--- config.mk ---
export PLATFORM = sky130hd
export DESIGN_NAME = dff8
export DESIGN_NICKNAME = d
export VERILOG_FILES = /design/src/rtl/dff8_pkg.sv /design/src/rtl/dff8_stage.sv /design/src/rtl/dff8.sv
export SDC_FILE = /design/constraint.sdc
export NUM_CORES = 1
export LEC_CHECK = 0
export ABC_AREA = 1
export BUFFER_PORTS_ARGS = -buffer_cell sky130_fd_sc_hd__buf_2
export CAP_MARGIN = 25
export CORE_AREA = 3 3 40 42
export DETAILED_ROUTE_END_ITERATION = 10
export DIE_AREA = 0 0 43 45
export GPL_TIMING_DRIVEN = 0
export HOLD_SLACK_MARGIN = 0.02
export SYNTH_ARGS = -nofsm -noshare
export SYNTH_HDL_FRONTEND = slang
export SYNTH_HIERARCHICAL = 1
export SYNTH_SLANG_ARGS = --single-unit
export TNS_END_PERCENT = 30
--- constraint.sdc ---
create_clock -name clk -period 0.8 [get_ports clk]
set_input_delay 0.04 -clock clk [delete_from_list [all_inputs] [get_ports clk]]
set_output_delay 0.04 -clock clk [all_outputs]
set_load 0.02 [all_outputs]
--- src/rtl/dff8_pkg.sv ---
// Shared constants for the dff8 single-bit delay line.
package dff8_pkg;

   localparam int   DFF8_DEPTH_DEFAULT = 8;
   localparam logic DFF8_RESET_VAL     = 1'b0;
   localparam int   DFF8_FILTER_TAPS   = 3;

endpackage

--- src/rtl/dff8_stage.sv ---
// One asynchronously reset flop; the building block of the dff8 chain and filter.
module dff8_stage #(
   parameter logic RESET_VAL = 1'b0
) (
   input  logic clk,
   input  logic reset,
   input  logic d,
   output logic q
);

   always_ff @(posedge clk or posedge reset) begin
      if (reset) begin
         q <= RESET_VAL;
      end else begin
         q <= d;
      end
   end

endmodule

--- src/rtl/dff8.sv ---
// Fixed-latency single-bit delay line with complementary outputs.
// Define DFF8_GLITCH_FILTER_EN to add an output register that rejects pulses under 3 cycles.
module dff8
   import dff8_pkg::*;
#(
   parameter int   DEPTH     = DFF8_DEPTH_DEFAULT,
   parameter logic RESET_VAL = DFF8_RESET_VAL
) (
   input  logic clk,
   input  logic reset,
   input  logic d,
   output logic q,
   output logic qb
);

   logic [DEPTH-1:0] stage;

   if (DEPTH < 1 || DEPTH > 32) begin : g_bad_depth
      $error("dff8: DEPTH must be in the range 1..32");
   end

   // stage[0] captures d; each later stage takes its predecessor.
   for (genvar i = 0; i < DEPTH; i++) begin : g_stage
      logic stage_d;
      if (i == 0) begin : g_head
         assign stage_d = d;
      end else begin : g_link
         assign stage_d = stage[i-1];
      end
      dff8_stage #(.RESET_VAL(RESET_VAL)) u_stage (
         .clk   (clk),
         .reset (reset),
         .d     (stage_d),
         .q     (stage[i])
      );
   end

`ifdef DFF8_GLITCH_FILTER_EN
   if (DEPTH < DFF8_FILTER_TAPS) begin : g_bad_filter
      $error("dff8: the glitch filter needs DEPTH >= 3");
      assign q = RESET_VAL;
   end else begin : g_filter
      logic taps_agree;
      logic filt_d;
      // The oldest sample is only passed on once the two younger ones confirm it.
      assign taps_agree = (stage[DEPTH-1] == stage[DEPTH-2]) &&
                          (stage[DEPTH-2] == stage[DEPTH-3]);
      assign filt_d     = taps_agree ? stage[DEPTH-1] : q;
      dff8_stage #(.RESET_VAL(RESET_VAL)) u_filter (
         .clk   (clk),
         .reset (reset),
         .d     (filt_d),
         .q     (q)
      );
   end
`else
   assign q = stage[DEPTH-1];
`endif

   assign qb = ~q;

endmodule

==> key figures <==
GRT
  • Global-route usage over all layers: 5.22%
  • Initial antenna violation count: 0
  • Vias in the first global route: 165
  • First-pass GRT wire length: 627 um
  • GR Overflow Total: 0
  • Pin count of the biggest net entering global routing: 9

Timing
  • Final Setup Violations: 2
  • PnR worst setup slack: -0.0290 ns
  • RSZ-0062 raised after global routing: true
  • Final Critical Period: 0.829 ns
  • Final hold vios: 0
  • Fmax: 1210 MHz
  • Final Slew Violations: 0
  • Slew Limit Headroom: 90.9%
  • Crit share post-route: 104%
  • Setup_tns: -0.0561 ns
  • Slew of the pin with the lowest slew margin: 0.137 ns
  • Worst Skew: 0.00142 ns

Clock network
  • Clock sink count: 8
  • # Post-CTS Setup Buffers: 0
  • CTS tree: yes
  • Total CTS buffers: 3
  • Htree depth: 1
  • Clock latency on the worst-skew pair: 0.25 ns
  • Clock tree buffer depth: 2
  • Clock transition at the registers of the reported paths: 0.05 ns
  • Root Driver: clkbuf_4

Worst hold path
  • Min-delay worst type: input pin to async pin

Synth
  • Synthesized area per cell: 13.8 um^2
  • Synth top area cells: dfrtp_1 (86%), inv_1 (14%)
  • Seq/Total Area, Yosys: 85.6%
  • Synthesis Warnings: 6
  • Syn_nets: 20
  • Cell taking the most area after synthesis: dfrtp_1
  • Cells after synthesis: 17
  • Synth Cell Area: 234 um^2
  • Synthesis-stage register bit count: 8
  • Synth top area share: 85.6%
  • Yosys cell types: 2

Floorplan
  • Chip width: 43 um
  • Total die area: 1940 um^2
  • Initial Util: 18.2%
  • IO Pins: 5
  • Die H: 45 um
  • Core Box Area: 1280 um^2
  • Cell row count: 13

Cells and area
  • Area growth syn-to-layout: 37.4%
  • Multi-input gates: 0
  • Max reg flops: 8
  • Most flops, register: g_stage.u_stage/q
  • Share of layout cells above drive strength 1: 30.8%
  • Area of the multi-input gates: 0 um^2
  • Util after Layout: 25.0%
  • Fin nets: 31
  • # fillers: 134
  • Ant. Diodes: 0
  • Largest registers: g_stage.u_stage/q: 8 flops

Placed design
  • IO Port Bufs: 4
  • RD Place Congestion: 0.583
  • Placed wire-length estimate: 226 um

Setup path
  • Crit start category: flip-flop
  • CP max stage delay: 0.38 ns
  • Crit path DAT: 0.79 ns
  • WP buf/inv: 1
  • Worst path slowest cell: dfrtp_1
  • Critical setup path kind: flip-flop to primary output
  • Worst setup EP type: primary output
  • CP required: 0.76 ns
  • CP Max Fanout: 2
  • Top delay family on crit path: flip-flops
  • Crit-path cells: buf_2

Power
  • Largest vdd supply drop: 0.000854 V
  • Leak: 0.180 nW
  • Pwr Density: 2400 nW/um^2

Detailed routing
  • Drt wl/cell: 7.88 um
  • Initial DRT Pass Iterations: 2
  • Initial DRC Count: 1
  • Detailed Route WL: 323 um
  • Routed vias: 138
  • DR vias/cell: 3.37
  • DRT antenna net count: 0
  • # DRC: 0

Run
  • Max-Cap Viols: 0

Status
  • Failing checks: negative setup slack
  • Outcome: finished with violations
cells in the mapped netlist:
cell type  count
inv_1          9
dfrtp_1        8
per-layer routing:
| metal | part of all wire [%] | GRT usage (%) | routed length, um | vias up |
|---|---|---|---|---|
| met5 | 0 | 0 | 0 | - |
| met4 | 1.2 | 3.61 | 4 | 0 |
| li1 | - | - | - | 61 |
| met1 | 45 | 4.23 | 145 | 68 |
| met3 | 9.6 | 5.98 | 31 | 2 |
| met2 | 43 | 7.19 | 140 | 7 |
worst paths after layout:
path	start	to	slack [ns]	cells past startpoint
min reg2reg	g_stage[1].u_stage/q$_DFF_PP0_	g_stage[2].u_stage/q$_DFF_PP0_	0.35	0
max	g_stage[7].u_stage/q$_DFF_PP0_	q	-0.03	1
min in group clk	g_stage[1].u_stage/q$_DFF_PP0_	g_stage[2].u_stage/q$_DFF_PP0_	0.35	0
max reg2reg	g_stage[0].u_stage/q$_DFF_PP0_	g_stage[1].u_stage/q$_DFF_PP0_	0.33	0
min	reset	g_stage[7].u_stage/q$_DFF_PP0_	0.23	3
max in group asynchronous	reset	g_stage[3].u_stage/q$_DFF_PP0_	0.47	3
report_power, final:
group / leakage, nW / internal [mW] / switching [mW]
sequential: 0.0932 / 0.426 / 0.00597
clock: 0.0138 / 0.171 / 0.127
combinational: 0.0731 / 0.0195 / 0.0234
total: 0.180 / 0.616 / 0.157
placed cells by master, fill, tap and decap left out:
cell type      count
buf_2              3
inv_1              8
buf_6              1
dfrtp_1            8
inv_2              1
clkbuf_4           3
dlygate4sd3_1      2
per-stage QoR:
step                cell area, um^2  instances  hold WS (ns)  power [mW]  setup slack, ns
CTS                             322         41         0.220       0.797          -0.0466
global route                    322         41         0.258       0.820          -0.0620
detailed placement              273         36       -0.0520       0.471            0.215
global placement                273         36       -0.0601       0.468            0.219
floorplan                       234         17        -0.231       0.453            0.154
finish                          322         41         0.233       0.773          -0.0290
timing repair:
action                                  4_1_cts  5_1_grt
resized for setup                             2        1
hold endpoints to repair                      9        0
endpoints found under the setup margin        2        2
hold buffers                                  2        0
logic make-up (layout without fill, tap and decap cells):
family / after synthesis / count (layout) / share of synthesized area, %
buffers and inverters: 9 / 18 / 14.4
DFF: 8 / 8 / 85.6
layout make-up:
cell class / count / area, um^2 / area share (%)
sequential: 8 / 200 / 62.3
inverter: 9 / 33.8 / 10.5
tap: 15 / 18.8 / 5.84
clock buffer: 3 / 22.5 / 7.00
timing repair buffer: 6 / 46.3 / 14.4
Power figures use the tool's default switching activity.
